[config.mk]
export PLATFORM = sky130hd
export DESIGN_NAME = axi_line_master_flat
export DESIGN_NICKNAME = d
export VERILOG_FILES = /design/src/rtl/axi_line_master_if.sv /design/src/rtl/axi_line_master.sv /design/src/flat_wrapper.sv
export SDC_FILE = /design/constraint.sdc
export NUM_CORES = 2
export LEC_CHECK = 0
export CORE_AREA = 2 2 323 325
export DETAILED_ROUTE_END_ITERATION = 12
export DIE_AREA = 0 0 325 327
export GPL_TIMING_DRIVEN = 1
export PLACE_DENSITY_LB_ADDON = 0.15
export SYNTH_ARGS = -nofsm -noshare
export SYNTH_HDL_FRONTEND = slang
export SYNTH_SLANG_ARGS = --single-unit
[constraint.sdc]
create_clock -name clk -period 3.5 [get_ports clk]
set_clock_uncertainty 0.2 [all_clocks]
set_input_delay 0.7 -clock clk [delete_from_list [all_inputs] [get_ports clk]]
set_output_delay 0.7 -clock clk [all_outputs]
set_load 0.01 [all_outputs]
[src/rtl/axi_line_master_if.sv]
`default_nettype none
// ============================================================================
// Module   : axi_line_master_if
// Desc     : Cache request/response channel plus AXI4 AR/R/AW/W/B channels
//            bundled for axi_line_master. The master modport is the block's
//            view; the slave modport is the cache + memory side.
// Revision : 1.0 - initial release
// ============================================================================
interface axi_line_master_if #(
   parameter int ADDR_W = 32,
   parameter int DATA_W = 64,
   parameter int BEATS  = 4
);
   localparam int c_LINE_W = BEATS * DATA_W;

   // cache request / response
   logic                req_valid;
   logic                req_ready;
   logic                req_wr;
   logic [ADDR_W-1:0]   req_addr;
   logic [c_LINE_W-1:0] req_wline;
   logic                resp_valid;
   logic [c_LINE_W-1:0] resp_rline;
   logic                resp_err;

   // read address / data
   logic [ADDR_W-1:0]   araddr;
   logic [3:0]          arlen;
   logic [2:0]          arsize;
   logic [1:0]          arburst;
   logic                arvalid;
   logic                arready;
   logic [DATA_W-1:0]   rdata;
   logic [1:0]          rresp;
   logic                rlast;
   logic                rvalid;
   logic                rready;

   // write address / data / response
   logic [ADDR_W-1:0]   awaddr;
   logic [3:0]          awlen;
   logic [2:0]          awsize;
   logic [1:0]          awburst;
   logic                awvalid;
   logic                awready;
   logic [DATA_W-1:0]   wdata;
   logic [63:0]         wstrb;
   logic                wlast;
   logic                wvalid;
   logic                wready;
   logic [1:0]          bresp;
   logic                bvalid;
   logic                bready;

   modport master (
      input  req_valid, req_wr, req_addr, req_wline,
      output req_ready, resp_valid, resp_rline, resp_err,
      output araddr, arlen, arsize, arburst, arvalid,
      input  arready,
      input  rdata, rresp, rlast, rvalid,
      output rready,
      output awaddr, awlen, awsize, awburst, awvalid,
      input  awready,
      output wdata, wstrb, wlast, wvalid,
      input  wready,
      input  bresp, bvalid,
      output bready
   );

   modport slave (
      output req_valid, req_wr, req_addr, req_wline,
      input  req_ready, resp_valid, resp_rline, resp_err,
      input  araddr, arlen, arsize, arburst, arvalid,
      output arready,
      output rdata, rresp, rlast, rvalid,
      input  rready,
      input  awaddr, awlen, awsize, awburst, awvalid,
      output awready,
      input  wdata, wstrb, wlast, wvalid,
      output wready,
      output bresp, bvalid,
      input  bready
   );
endinterface
`default_nettype wire

[src/rtl/axi_line_master.sv]
`default_nettype none
// ============================================================================
// Module   : axi_line_master
// Desc     : Turns one cache-line refill or writeback into a single AXI INCR
//            burst and returns the assembled line. One transaction in flight.
// Revision : 1.0 - initial release
// ============================================================================
module axi_line_master #(
   parameter int ADDR_W = 32,
   parameter int DATA_W = 64,
   parameter int BEATS  = 4
) (
   input  logic             clk,
   input  logic             rst,
   axi_line_master_if.master bus
);
   localparam int c_LINE_W = BEATS * DATA_W;
   localparam int c_CNT_W  = (BEATS > 1) ? $clog2(BEATS) : 1;
   localparam int c_OFF_W  = $clog2(c_LINE_W / 8);
   localparam logic [c_CNT_W-1:0] c_LAST  = c_CNT_W'(BEATS - 1);
   localparam logic [ADDR_W-1:0]  c_ALIGN = ~((ADDR_W'(1) << c_OFF_W) - ADDR_W'(1));

   typedef enum logic [2:0] {
      S_IDLE = 3'd0,
      S_AR   = 3'd1,
      S_R    = 3'd2,
      S_WR   = 3'd3,
      S_B    = 3'd4,
      S_RESP = 3'd5
   } state_t;

   state_t              r_state;
   state_t              w_next;
   logic [ADDR_W-1:0]   r_addr;
   logic [c_LINE_W-1:0] r_wline;
   logic [c_LINE_W-1:0] r_rline;
   logic [c_LINE_W-1:0] r_out_line;
   logic                r_out_err;
   logic [c_CNT_W-1:0]  r_cnt;
   logic                r_full;
   logic                r_aw_done;
   logic                r_w_done;
   logic                r_err;
   logic                w_run;
   logic                w_aw_fin;
   logic                w_w_fin;

   // Reset forces every handshake output low immediately, not one edge later.
   assign w_run    = ~rst;
   assign w_aw_fin = r_aw_done | bus.awready;
   assign w_w_fin  = r_w_done | (bus.wready && (r_cnt == c_LAST));

   // State register.
   always_ff @(posedge clk) begin
      if (rst) r_state <= S_IDLE;
      else     r_state <= w_next;
   end

   // Next-state decode; AW and W may finish in either order or together.
   always_comb begin
      w_next = r_state;
      case (r_state)
         S_IDLE: if (bus.req_valid) w_next = bus.req_wr ? S_WR : S_AR;
         S_AR:   if (bus.arready) w_next = S_R;
         S_R:    if (bus.rvalid && bus.rlast) w_next = S_RESP;
         S_WR:   if (w_aw_fin && w_w_fin) w_next = S_B;
         S_B:    if (bus.bvalid) w_next = S_RESP;
         S_RESP: w_next = S_IDLE;
         default: w_next = S_IDLE;
      endcase
   end

   // Burst counter, line assembly, done flags and error accumulation.
   always_ff @(posedge clk) begin
      if (rst) begin
         r_addr     <= '0;
         r_wline    <= '0;
         r_rline    <= '0;
         r_out_line <= '0;
         r_out_err  <= 1'b0;
         r_cnt      <= '0;
         r_full     <= 1'b0;
         r_aw_done  <= 1'b0;
         r_w_done   <= 1'b0;
         r_err      <= 1'b0;
      end else begin
         case (r_state)
            S_IDLE: begin
               if (bus.req_valid) begin
                  r_addr    <= bus.req_addr & c_ALIGN;
                  r_wline   <= bus.req_wline;
                  r_cnt     <= '0;
                  r_full    <= 1'b0;
                  r_aw_done <= 1'b0;
                  r_w_done  <= 1'b0;
                  r_err     <= 1'b0;
               end
            end
            S_R: begin
               if (bus.rvalid) begin
                  if (bus.rresp != 2'b00) r_err <= 1'b1;
                  // once the last slot is filled, further beats are dropped
                  if (r_full) begin
                     r_err <= 1'b1;
                  end else begin
                     r_rline[r_cnt*DATA_W +: DATA_W] <= bus.rdata;
                     if (r_cnt == c_LAST) r_full <= 1'b1;
                     else                 r_cnt  <= r_cnt + c_CNT_W'(1);
                  end
                  if (bus.rlast && (r_cnt != c_LAST)) r_err <= 1'b1;
               end
            end
            S_WR: begin
               if (bus.awready && !r_aw_done) r_aw_done <= 1'b1;
               if (bus.wready && !r_w_done) begin
                  if (r_cnt == c_LAST) r_w_done <= 1'b1;
                  else                 r_cnt    <= r_cnt + c_CNT_W'(1);
               end
            end
            S_B: begin
               if (bus.bvalid && (bus.bresp != 2'b00)) r_err <= 1'b1;
            end
            S_RESP: begin
               r_out_line <= r_rline;
               r_out_err  <= r_err;
            end
            default: ;
         endcase
      end
   end

   // Cache-side outputs; the response is shadowed so it holds between RESPs.
   assign bus.req_ready  = w_run && (r_state == S_IDLE);
   assign bus.resp_valid = w_run && (r_state == S_RESP);
   assign bus.resp_rline = !w_run ? '0 : ((r_state == S_RESP) ? r_rline : r_out_line);
   assign bus.resp_err   = w_run && ((r_state == S_RESP) ? r_err : r_out_err);

   // AXI read channel outputs.
   assign bus.araddr  = r_addr;
   assign bus.arlen   = 4'(BEATS - 1);
   assign bus.arsize  = 3'b011;
   assign bus.arburst = 2'b01;
   assign bus.arvalid = w_run && (r_state == S_AR);
   assign bus.rready  = w_run && (r_state == S_R);

   // AXI write channel outputs.
   assign bus.awaddr  = r_addr;
   assign bus.awlen   = 4'(BEATS - 1);
   assign bus.awsize  = 3'b011;
   assign bus.awburst = 2'b01;
   assign bus.awvalid = w_run && (r_state == S_WR) && !r_aw_done;
   assign bus.wdata   = r_wline[r_cnt*DATA_W +: DATA_W];
   assign bus.wstrb   = '1;
   assign bus.wlast   = (r_cnt == c_LAST);
   assign bus.wvalid  = w_run && (r_state == S_WR) && !r_w_done;
   assign bus.bready  = w_run && (r_state == S_B);

endmodule
`default_nettype wire
[src/flat_wrapper.sv]
// flat-port wrapper written by rule: the top's interface ports become plain ports
module axi_line_master_flat 
#(
   parameter int ADDR_W = 32,
   parameter int DATA_W = 64,
   parameter int BEATS  = 4
)
  (clk, rst, bus_req_valid, bus_req_wr, bus_req_addr, bus_req_wline, bus_req_ready, bus_resp_valid, bus_resp_rline, bus_resp_err, bus_araddr, bus_arlen, bus_arsize, bus_arburst, bus_arvalid, bus_arready, bus_rdata, bus_rresp, bus_rlast, bus_rvalid, bus_rready, bus_awaddr, bus_awlen, bus_awsize, bus_awburst, bus_awvalid, bus_awready, bus_wdata, bus_wstrb, bus_wlast, bus_wvalid, bus_wready, bus_bresp, bus_bvalid, bus_bready);
  axi_line_master_if #(.ADDR_W(ADDR_W), .DATA_W(DATA_W), .BEATS(BEATS)) bus_i ();
  input  logic clk;
  input  logic rst;
  input wire logic [$bits(bus_i.req_valid)-1:0] bus_req_valid;
  input wire logic [$bits(bus_i.req_wr)-1:0] bus_req_wr;
  input wire logic [$bits(bus_i.req_addr)-1:0] bus_req_addr;
  input wire logic [$bits(bus_i.req_wline)-1:0] bus_req_wline;
  output wire logic [$bits(bus_i.req_ready)-1:0] bus_req_ready;
  output wire logic [$bits(bus_i.resp_valid)-1:0] bus_resp_valid;
  output wire logic [$bits(bus_i.resp_rline)-1:0] bus_resp_rline;
  output wire logic [$bits(bus_i.resp_err)-1:0] bus_resp_err;
  output wire logic [$bits(bus_i.araddr)-1:0] bus_araddr;
  output wire logic [$bits(bus_i.arlen)-1:0] bus_arlen;
  output wire logic [$bits(bus_i.arsize)-1:0] bus_arsize;
  output wire logic [$bits(bus_i.arburst)-1:0] bus_arburst;
  output wire logic [$bits(bus_i.arvalid)-1:0] bus_arvalid;
  input wire logic [$bits(bus_i.arready)-1:0] bus_arready;
  input wire logic [$bits(bus_i.rdata)-1:0] bus_rdata;
  input wire logic [$bits(bus_i.rresp)-1:0] bus_rresp;
  input wire logic [$bits(bus_i.rlast)-1:0] bus_rlast;
  input wire logic [$bits(bus_i.rvalid)-1:0] bus_rvalid;
  output wire logic [$bits(bus_i.rready)-1:0] bus_rready;
  output wire logic [$bits(bus_i.awaddr)-1:0] bus_awaddr;
  output wire logic [$bits(bus_i.awlen)-1:0] bus_awlen;
  output wire logic [$bits(bus_i.awsize)-1:0] bus_awsize;
  output wire logic [$bits(bus_i.awburst)-1:0] bus_awburst;
  output wire logic [$bits(bus_i.awvalid)-1:0] bus_awvalid;
  input wire logic [$bits(bus_i.awready)-1:0] bus_awready;
  output wire logic [$bits(bus_i.wdata)-1:0] bus_wdata;
  output wire logic [$bits(bus_i.wstrb)-1:0] bus_wstrb;
  output wire logic [$bits(bus_i.wlast)-1:0] bus_wlast;
  output wire logic [$bits(bus_i.wvalid)-1:0] bus_wvalid;
  input wire logic [$bits(bus_i.wready)-1:0] bus_wready;
  input wire logic [$bits(bus_i.bresp)-1:0] bus_bresp;
  input wire logic [$bits(bus_i.bvalid)-1:0] bus_bvalid;
  output wire logic [$bits(bus_i.bready)-1:0] bus_bready;
  assign bus_i.req_valid = bus_req_valid;
  assign bus_i.req_wr = bus_req_wr;
  assign bus_i.req_addr = bus_req_addr;
  assign bus_i.req_wline = bus_req_wline;
  assign bus_req_ready = bus_i.req_ready;
  assign bus_resp_valid = bus_i.resp_valid;
  assign bus_resp_rline = bus_i.resp_rline;
  assign bus_resp_err = bus_i.resp_err;
  assign bus_araddr = bus_i.araddr;
  assign bus_arlen = bus_i.arlen;
  assign bus_arsize = bus_i.arsize;
  assign bus_arburst = bus_i.arburst;
  assign bus_arvalid = bus_i.arvalid;
  assign bus_i.arready = bus_arready;
  assign bus_i.rdata = bus_rdata;
  assign bus_i.rresp = bus_rresp;
  assign bus_i.rlast = bus_rlast;
  assign bus_i.rvalid = bus_rvalid;
  assign bus_rready = bus_i.rready;
  assign bus_awaddr = bus_i.awaddr;
  assign bus_awlen = bus_i.awlen;
  assign bus_awsize = bus_i.awsize;
  assign bus_awburst = bus_i.awburst;
  assign bus_awvalid = bus_i.awvalid;
  assign bus_i.awready = bus_awready;
  assign bus_wdata = bus_i.wdata;
  assign bus_wstrb = bus_i.wstrb;
  assign bus_wlast = bus_i.wlast;
  assign bus_wvalid = bus_i.wvalid;
  assign bus_i.wready = bus_wready;
  assign bus_i.bresp = bus_bresp;
  assign bus_i.bvalid = bus_bvalid;
  assign bus_bready = bus_i.bready;
  axi_line_master #(.ADDR_W(ADDR_W), .DATA_W(DATA_W), .BEATS(BEATS)) u_core (.clk(clk), .rst(rst), .bus(bus_i));
endmodule
==> flow_metrics.env <==
export IMPL_period_share_pct=97.5
export IMPL_clockBufferDepth=3
export IMPL_p_leak_nw=15.8
export IMPL_setup_viol=0
export IMPL_synth_edff_count=0
export IMPL_htreeDepth=3
export IMPL_synth_area_top_cells="dfxtp_1, nand2_1, a21oi_1"
export IMPL_grt_pass1_wl_mm=178
export IMPL_timing_final_ws_setup_ns=0.0860
export IMPL_cp_required_ns=2.60
export IMPL_core_mm2=0.103
export IMPL_syn_to_final_growth_pct=40.1
export IMPL_fp_row_count=118
export IMPL_fillerInstances=10700
export IMPL_critPathLaunchType="flip-flop"
export IMPL_end_kind="output pin"
export IMPL_drc=0
export IMPL_path_clk_slew_ns=0.06
export IMPL_yosysTopAreaCell="dfxtp_1"
export IMPL_crit_arrival_ns=2.51
export IMPL_numPlacedInstances=5663
export IMPL_vias_per_cell=4.79
export IMPL_crit_family="buffers and inverters"
export IMPL_crit_type="reg -> out"
export IMPL_cts_tree="yes"
export IMPL_die_w_um=325
export IMPL_numPortBuffers=743
export IMPL_syn_area_mm2=0.0307
export IMPL_grt_max_degree=187
export IMPL_max_clock_freq_mhz=293
export IMPL_whs_ns=0.198
export IMPL_status="finished clean"
export IMPL_antenna_found_initial=23
export IMPL_tightest_slew_ns=1.05
export IMPL_avgSynthCellArea_um2=8.14
export IMPL_slew_viol_final=0
export IMPL_synth_distinct_cells=40
export IMPL_crit_top_cell="buf_12"
export IMPL_die_area_mm2=0.106
export IMPL_ys_seq_area_share_pct=52.5
export IMPL_total_power_w=0.0251
export IMPL_postRouteAntennaNets=0
export IMPL_synth_seq_cells=805
export IMPL_critPathMaxFanout=13
export IMPL_clk_latency_ns=0.68
export IMPL_grt_overflow_total=0
export IMPL_root_buffer="clkbuf_16"
export IMPL_drv_cap=0
export IMPL_clock_sinks=805
export IMPL_p_per_area_mw_per_mm2=584
export IMPL_die_height_um=327
export IMPL_synth_ff_type="dfxtp_1"
export IMPL_pre_cts_ws_ns=0.250
export IMPL_vias=28100
export IMPL_wl_per_cell_um=20.8
export IMPL_cts_hold_buf=0
export IMPL_fin_util_pct=41.8
export IMPL_slowest_delay_ns=0.57
export IMPL_io_pins=841
export IMPL_drive_above_1_share_pct=9.93
export IMPL_cts_buffers_inserted=91
export IMPL_hold_viol_final=0
export IMPL_ir_drop_uv=332
export IMPL_synth_warnings=0
export IMPL_final_nets=4770
export IMPL_slowest_stage="clkdlybuf4s50_1"
export IMPL_initial_core_util_pct=29.8
export IMPL_cp_cell_sequence="clkinvlp_4, and3_4, buf_12, buf_12, nand2_1, a21oi_4, clkdlybuf4s50_1"
export IMPL_dr_pass1_iters=6
export IMPL_place_congestion=0.846
export IMPL_async_flop_share_pct=0
export IMPL_grt_total_usage_pct=21.9
export IMPL_max_slew_margin_pct=30.1
export IMPL_hp_class="in -> reg"
export IMPL_syn_inst=3774
export IMPL_fin_crit_ns=3.41
export IMPL_cp_buffers_inverters=4
export IMPL_synth_top_cell_area_share_pct=52.5
export IMPL_final_cell_count_no_fill=5858
export IMPL_grt_pass1_vias=26700
export IMPL_routed_wl_mm=122
export IMPL_initialDrtViolationCount=2100
export IMPL_dp_hpwl_mm=84.3
==> worst paths after layout <==
check / from / to / cells past startpoint / slack, ns
worst min-delay path: rst / u_core.r_rline[77] / 2 / 0.20
worst min register to register: u_core.r_wline[178] / u_core.r_wline[178] / 2 / 0.25
worst max-delay path: u_core.r_state[1] / bus_resp_rline[136] / 7 / 0.09
worst max register to register: u_core.r_cnt[0] / u_core.r_rline[15] / 8 / 0.73
==> synth_stat cells (3+ instances only) <==
library cell  count
nand2_1        1340
dfxtp_1         805
a21oi_1         802
nand3_1         259
buf_2           156
clkbuf_1        134
buf_4           121
mux4_2           64
buf_1            18
nor2_1            9
ha_1              6
inv_1             5
nand2b_1          4
nand3b_1          4
nor3_1            4
nor3b_1           4
o21ai_0           4
a22oi_1           3
==> where the power goes <==
| part | switching, W | internal [W] | leakage (nW) |
|---|---|---|---|
| sequential | 0.000419 | 0.00989 | 6.53 |
| clock | 0.00400 | 0.00543 | 1.44 |
| combinational | 0.00305 | 0.00231 | 7.87 |
| total | 0.00747 | 0.0176 | 15.8 |
==> cells in the final DEF, fill, tap and decap left out, types with 3 or more instances in the layout <==
| cell | count |
|---|---|
| nand2_1 | 1339 |
| dfxtp_1 | 801 |
| a21oi_1 | 712 |
| clkdlybuf4s50_1 | 484 |
| nand3_1 | 258 |
| dlygate4sd2_1 | 247 |
| conb_1 | 92 |
| clkbuf_16 | 91 |
| a21oi_2 | 74 |
| mux4_2 | 64 |
| buf_4 | 59 |
| buf_12 | 50 |
| clkbuf_1 | 31 |
| clkbuf_8 | 21 |
| a21oi_4 | 16 |
| clkinv_2 | 10 |
| nor2_1 | 9 |
| diode_2 | 8 |
| buf_16 | 7 |
| ha_1 | 6 |
| dlymetal6s2s_1 | 6 |
| buf_6 | 6 |
| inv_1 | 4 |
| nand2b_1 | 4 |
| nor3_1 | 4 |
| nand3b_1 | 4 |
| nor3b_2 | 4 |
| o21ai_0 | 4 |
| bufbuf_16 | 4 |
| dfxtp_4 | 4 |
| a22oi_1 | 3 |
| nor3_4 | 3 |
| clkinv_8 | 3 |
| inv_6 | 3 |
| buf_8 | 3 |
==> metal layers <==
layer  part of all wire [%]  wire length [um]  vias up  track usage [%]
met5                   0.14               170        -                0
met1                     44             53100    13400             28.2
met4                    2.5              3050       24             6.58
li1                       -                 -    13600                -
met3                    7.5              9180      179             6.38
met2                     46             56400      850             35.6
==> layout make-up <==
type | instances | area (um^2) | share of cell area, %
diodes | 8 | 20.0 | 0.0465
repair buffers | 868 | 8980 | 20.9
clock buffers | 143 | 2680 | 6.24
multi-input cells | 2626 | 13200 | 30.7
flip-flops and latches | 805 | 16100 | 37.5
well taps | 1380 | 1730 | 4.01
inverters | 6 | 26.3 | 0.0611
clock inverters | 22 | 251 | 0.585
==> registers in the layout, indices dropped and copies added, names as in the netlist, 2 cells and up <==
name,count
u_core.r_out_line,256
u_core.r_rline,256
u_core.r_wline,256
u_core.bus.araddr,27
u_core.r_state,3
u_core.r_cnt,2
==> what timing repair did <==
item | in CTS | in global routing
resized for setup | 374 | 19
cloned | 7 | 0
setup buffers | 13 | 2
pin swaps | 5 | 0
endpoints found under the hold margin | 0 | 0
setup endpoints to repair | 302 | 32
==> cell families (layout without fill, tap and decap cells) <==
logic type               Yosys count  in the layout  synth area share (%)
AND/OR/NAND/NOR                 1640           1642                  21.6
buffers and inverters            435           1039                  7.43
multiplexers                      64             64                  4.69
flip-flops                       805            805                  52.5
adder cells (fa/ha/maj)            6              6                 0.244
other                              2            100                0.0245
AO/OA/AOI/OAI                    822            822                  13.6
==> per-stage QoR <==
stage | setup TNS, ns | area, um^2
global route | -0.0000200 | 43000
finish | 0 | 43000
floorplan | 0 | 31000
detailed placement | 0 | 39400
global placement | 0 | 39400
CTS | -0.115 | 42900
Note: power is estimated with default switching activity, not from simulation.
